[config.mk]
export PLATFORM = sky130hd
export DESIGN_NAME = param_rate_divider
export DESIGN_NICKNAME = d
export VERILOG_FILES = /design/src/rtl/param_rate_divider.sv
export SDC_FILE = /design/constraint.sdc
export NUM_CORES = 1
export LEC_CHECK = 0
export BUFFER_PORTS_ARGS = -buffer_cell sky130_fd_sc_hd__buf_2
export CAP_MARGIN = 20
export CORE_UTILIZATION = 41
export DETAILED_ROUTE_END_ITERATION = 7
export PLACE_DENSITY_LB_ADDON = 0.1
export SLEW_MARGIN = 20
export SYNTH_ARGS = -nofsm -noshare
export SYNTH_HDL_FRONTEND = slang
export SYNTH_SLANG_ARGS = --single-unit
[constraint.sdc]
create_clock -name clock -period 8.3 [get_ports clock]
set_input_delay 0.83 -clock clock [delete_from_list [all_inputs] [get_ports clock]]
set_output_delay 0.83 -clock clock [all_outputs]
set_load 0.01 [all_outputs]
[src/rtl/param_rate_divider.sv]
// Independent programmable per-channel rate dividers; a period-N write produces a registered one-cycle pulse N edges later.
// No backpressure: writes always land (on an in-range channel), and ch_enable freezes a channel's count in place.
module param_rate_divider #(
  parameter int WIDTH    = 32,
  parameter int CHANNELS = 4,
  parameter int CHAN_W   = 2
) (
  input  logic                clock,
  input  logic                reset,
  input  logic                wr_en,
  input  logic [CHAN_W-1:0]   wr_chan,
  input  logic [WIDTH-1:0]    wr_period,
  input  logic                wr_oneshot,
  input  logic [CHANNELS-1:0] ch_enable,
  output logic [CHANNELS-1:0] out_pulse,
  output logic [CHANNELS-1:0] busy
);

  logic wr_chan_ok;
  assign wr_chan_ok = (32'(wr_chan) < 32'(CHANNELS));

  for (genvar i = 0; i < CHANNELS; i++) begin : g_ch
    logic [WIDTH-1:0] period_q;
    logic [WIDTH-1:0] cnt_q;
    logic             oneshot_q;
    logic             armed_q;
    logic             pulse_q;
    logic             wr_hit;

    assign wr_hit = wr_en && wr_chan_ok && (wr_chan == CHAN_W'(i));

    // A write outranks a terminal count on the same edge; every decrement is guarded against wrap.
    always_ff @(posedge clock) begin
      if (reset) begin
        period_q  <= '0;
        cnt_q     <= '0;
        oneshot_q <= 1'b0;
        armed_q   <= 1'b0;
        pulse_q   <= 1'b0;
      end else if (wr_hit) begin
        period_q  <= wr_period;
        oneshot_q <= wr_oneshot;
        cnt_q     <= (wr_period != '0) ? wr_period - WIDTH'(1) : '0;
        armed_q   <= (wr_period != '0);
        pulse_q   <= 1'b0;
      end else if (armed_q && ch_enable[i]) begin
        if (cnt_q != '0) begin
          cnt_q   <= cnt_q - WIDTH'(1);
          pulse_q <= 1'b0;
        end else begin
          pulse_q <= 1'b1;
          if (oneshot_q) begin
            armed_q <= 1'b0;
          end else begin
            cnt_q <= (period_q != '0) ? period_q - WIDTH'(1) : '0;
          end
        end
      end else begin
        pulse_q <= 1'b0;
      end
    end

    assign out_pulse[i] = pulse_q;
    assign busy[i]      = armed_q;
  end

endmodule

==> metrics.cfg <==
[status]
outcome = completed

[clocking]
cts.path.max_buffers = 3
ctsResizeCount = 0
cts_hold_buf = 0
cts_tree = done
clock_sinks = 268
clockRootBuffer = clkbuf_16
clock_latency_ns = 0.56
htree_levels = 2
post-cts-setup-buffer-count = 0
clkSlewWorstSetupHoldPaths_ns = 0.06
cts_buffers = 34

[hold_path]
hp-class = flop to flop
hold_depth = 2
holdPathEnd = g_ch[1].period_q[12]
min_from = g_ch[1].period_q[12]

[setup_path]
cp.required_ns = 8.72
critical_path_peak_fanout = 18
slowest_stage = nor2_2
worstReg2RegStart = g_ch[0].cnt_q[0]
path_delay_family = simple AND/OR/NAND/NOR gates
ff2ff_setup_slack_ns = 4.05
r2r-end = g_ch[0].cnt_q[3]
endpoint_kind = flop
crit_path_start = g_ch[0].cnt_q[0]
startpoint_type = flop
critPathArrivalTime_ns = 4.68
slowest_delay_ns = 0.91
crit_chain = inv_1, ha_1, or4b_2, nor4_1, nand3_1, nor2_2, a211oi_1, a2111oi_0
path_buf_inv = 1
r2r_cells = 8
critPathKind = flop to flop

[finish]
drive_gt1_frac = 0.0904
n_antenna_cell = 0
area_growth_pct = 9.37
finalNetCount = 2344

[grt]
grt_pass1_wl_um = 110000
grt_max_degree = 97
grt_util_all_layers = 0.332
grt_pass1_vias = 16600
grt_overflow = 0
antenna_found_initial = 3

[floorplan]
die_h_um = 209
dieWidth_um = 209
row_count = 75
ios = 50
dieArea_um2 = 43700
start_util = 0.417
core_um2 = 42100

[timing]
rsz0062_at_grt = no
relSlewSlack = 0.116
worstMarginPinSlew_ns = 1.33
setup_viol = 0
post-route-period-util = 0.512
tns_ns = 0
hold_violations = 0
finalClockSkew_ns = 0.0169
finalMaxSlewViolations = 0
period_minus_slack_ns = 4.25
max_freq_mhz = 235

[yosys]
ys_ff_latch = 268
async_reset_ff_frac = 0
synth.avg_cell_area_um2 = 7.44
yosys_most_used_dff = dfxtp_1
synth_edf_count = 0
synthesis.area_um2 = 17600
synthesis.nets = 2418
synth_cell_type_count = 84
ys.warnings.count = 0
synth_seq_area_share = 0.305
synthCells = 2362

[place]
place_hpwl_um = 51000
globalplace.congestion = 0.978
portBuffers = 49

[detailed_routing]
drt_iter0_drc = 2294
drt_wl_total_um = 73700
vias = 18700
drt-wirelength-per-cell_um = 25.9
final_antenna_net_count = 0
dr.pass1.iters = 6
drc = 0
viasPerCell = 6.55

[power_and_ir_drop]
p_per_area_nw_per_um2 = 229
total_power_mw = 4.40
leakage_nw = 6.90
ir_worst_vdd_uv = 158

[run]
max_cap_violations = 0

## report_power, final
| group | switching, mW | total, mW | internal [mW] |
|---|---|---|---|
| combinational | 0.839 | 1.31 | 0.470 |
| sequential | 0.0910 | 1.44 | 1.35 |
| clock | 0.627 | 1.64 | 1.02 |
## worst reg2reg max path, cell delays in order (launching register included)
cell and delay (ns):
dfxtp_1 0.34, inv_1 0.09, ha_1 0.16, or4b_2 0.63, nor4_1 0.70, nand3_1 0.70
nor2_2 0.92, a211oi_1 0.16, a2111oi_0 0.42
## logic make-up (layout without fill, tap and decap cells)
group	Yosys count	after routing	synth area share
simple gates	1002	1002	0.294
compound gates	644	644	0.233
flops	268	268	0.305
buf+inv	231	180	0.0554
xor+xnor	198	198	0.0998
fa+ha+maj	14	14	0.00997
mux	5	5	0.00306
## worst max-delay path by stage
stage | endpoint | slack [ns] | depth (start not counted)
2_1_floorplan | g_ch[0].cnt_q[24] | 4.78 | 10
3_3_place_gp | g_ch[2].cnt_q[28] | 4.12 | 9
3_5_place_dp | g_ch[1].cnt_q[28] | 4.03 | 9
4_1_cts | g_ch[0].cnt_q[3] | 4.14 | 8
5_1_grt | g_ch[0].cnt_q[3] | 3.80 | 8
6_report | g_ch[0].cnt_q[3] | 4.05 | 8
## layout make-up
| cell class | count | area [um^2] |
|---|---|---|
| Inverter | 29 | 109 |
| Multi-Input combinational cell | 1863 | 11300 |
| Clock buffer | 48 | 1030 |
| Sequential cell | 268 | 5370 |
| Clock inverter | 11 | 184 |
| Timing Repair Buffer | 92 | 577 |
| Tap cell | 539 | 674 |
| Fill cell | 4291 | 22900 |
## cells in the final DEF, fill, tap and decap left out, drive strengths merged, types with 28 or more instances in the layout
cell and count:
a21oi 259, buf 91, a211oi 53, clkbuf 49
or3 42, nor2 120, nand2 366, xor2 99
o221ai 36, nor4 109, xnor2 99, a22oi 54
nand3 53, or4 71, nor3 122, dfxtp 268
o31ai 28, inv 29, o21ai 90
## cell usage after synthesis, types with 13 or more instances
cell      count  area, um^2
nand4_1      19         119
nor2_1      119         447
buf_2        14        70.1
or3_1        42         263
nand4b_1     18         158
o31ai_1      28         210
nand2_1     366        1370
inv_1        28         105
o22ai_1      20         125
nor4_1      104         651
xnor2_1      98         858
a21oi_1     257        1290
a31oi_1      13        81.3
o221ai_1     36         315
o21ai_0      88         440
xor2_1       99         867
or2_2        16         100
ha_1         14         175
clkbuf_1    163         612
nand3_1      53         265
a22oi_1      54         405
dfxtp_1     268        5370
a211oi_1     52         390
or4_1        66         495
nor3_1      117         586
## metal layers
| metal | vias to the layer above | track usage | share of wire |
|---|---|---|---|
| met1 | 8949 | 0.467 | 0.43 |
| met5 | - | 0 | 0.00028 |
| met3 | 165 | 0.0669 | 0.10 |
| li1 | 8579 | - | - |
| met2 | 984 | 0.483 | 0.42 |
| met4 | 4 | 0.153 | 0.046 |
## sequential cells by signal (all words and copies together) (netlist names)
register        count
g_ch.armed_q        4
g_ch.cnt_q        128
g_ch.oneshot_q      4
g_ch.period_q     128
g_ch.pulse_q        4
## per-stage QoR
stage / hold WS, ns / setup slack, ns / util / area, um^2 / std cells
CTS: 0.483 / 4.14 / 0.456 / 19200 / 2850
finish: 0.481 / 4.05 / 0.456 / 19200 / 2850
global placement: 0.465 / 4.12 / 0.427 / 18000 / 2791
global route: 0.507 / 3.80 / 0.456 / 19200 / 2850
detailed placement: 0.473 / 4.03 / 0.427 / 18000 / 2791
floorplan: 0.441 / 4.78 / - / 17600 / 2362
Note: power is estimated with default switching activity, not from simulation.
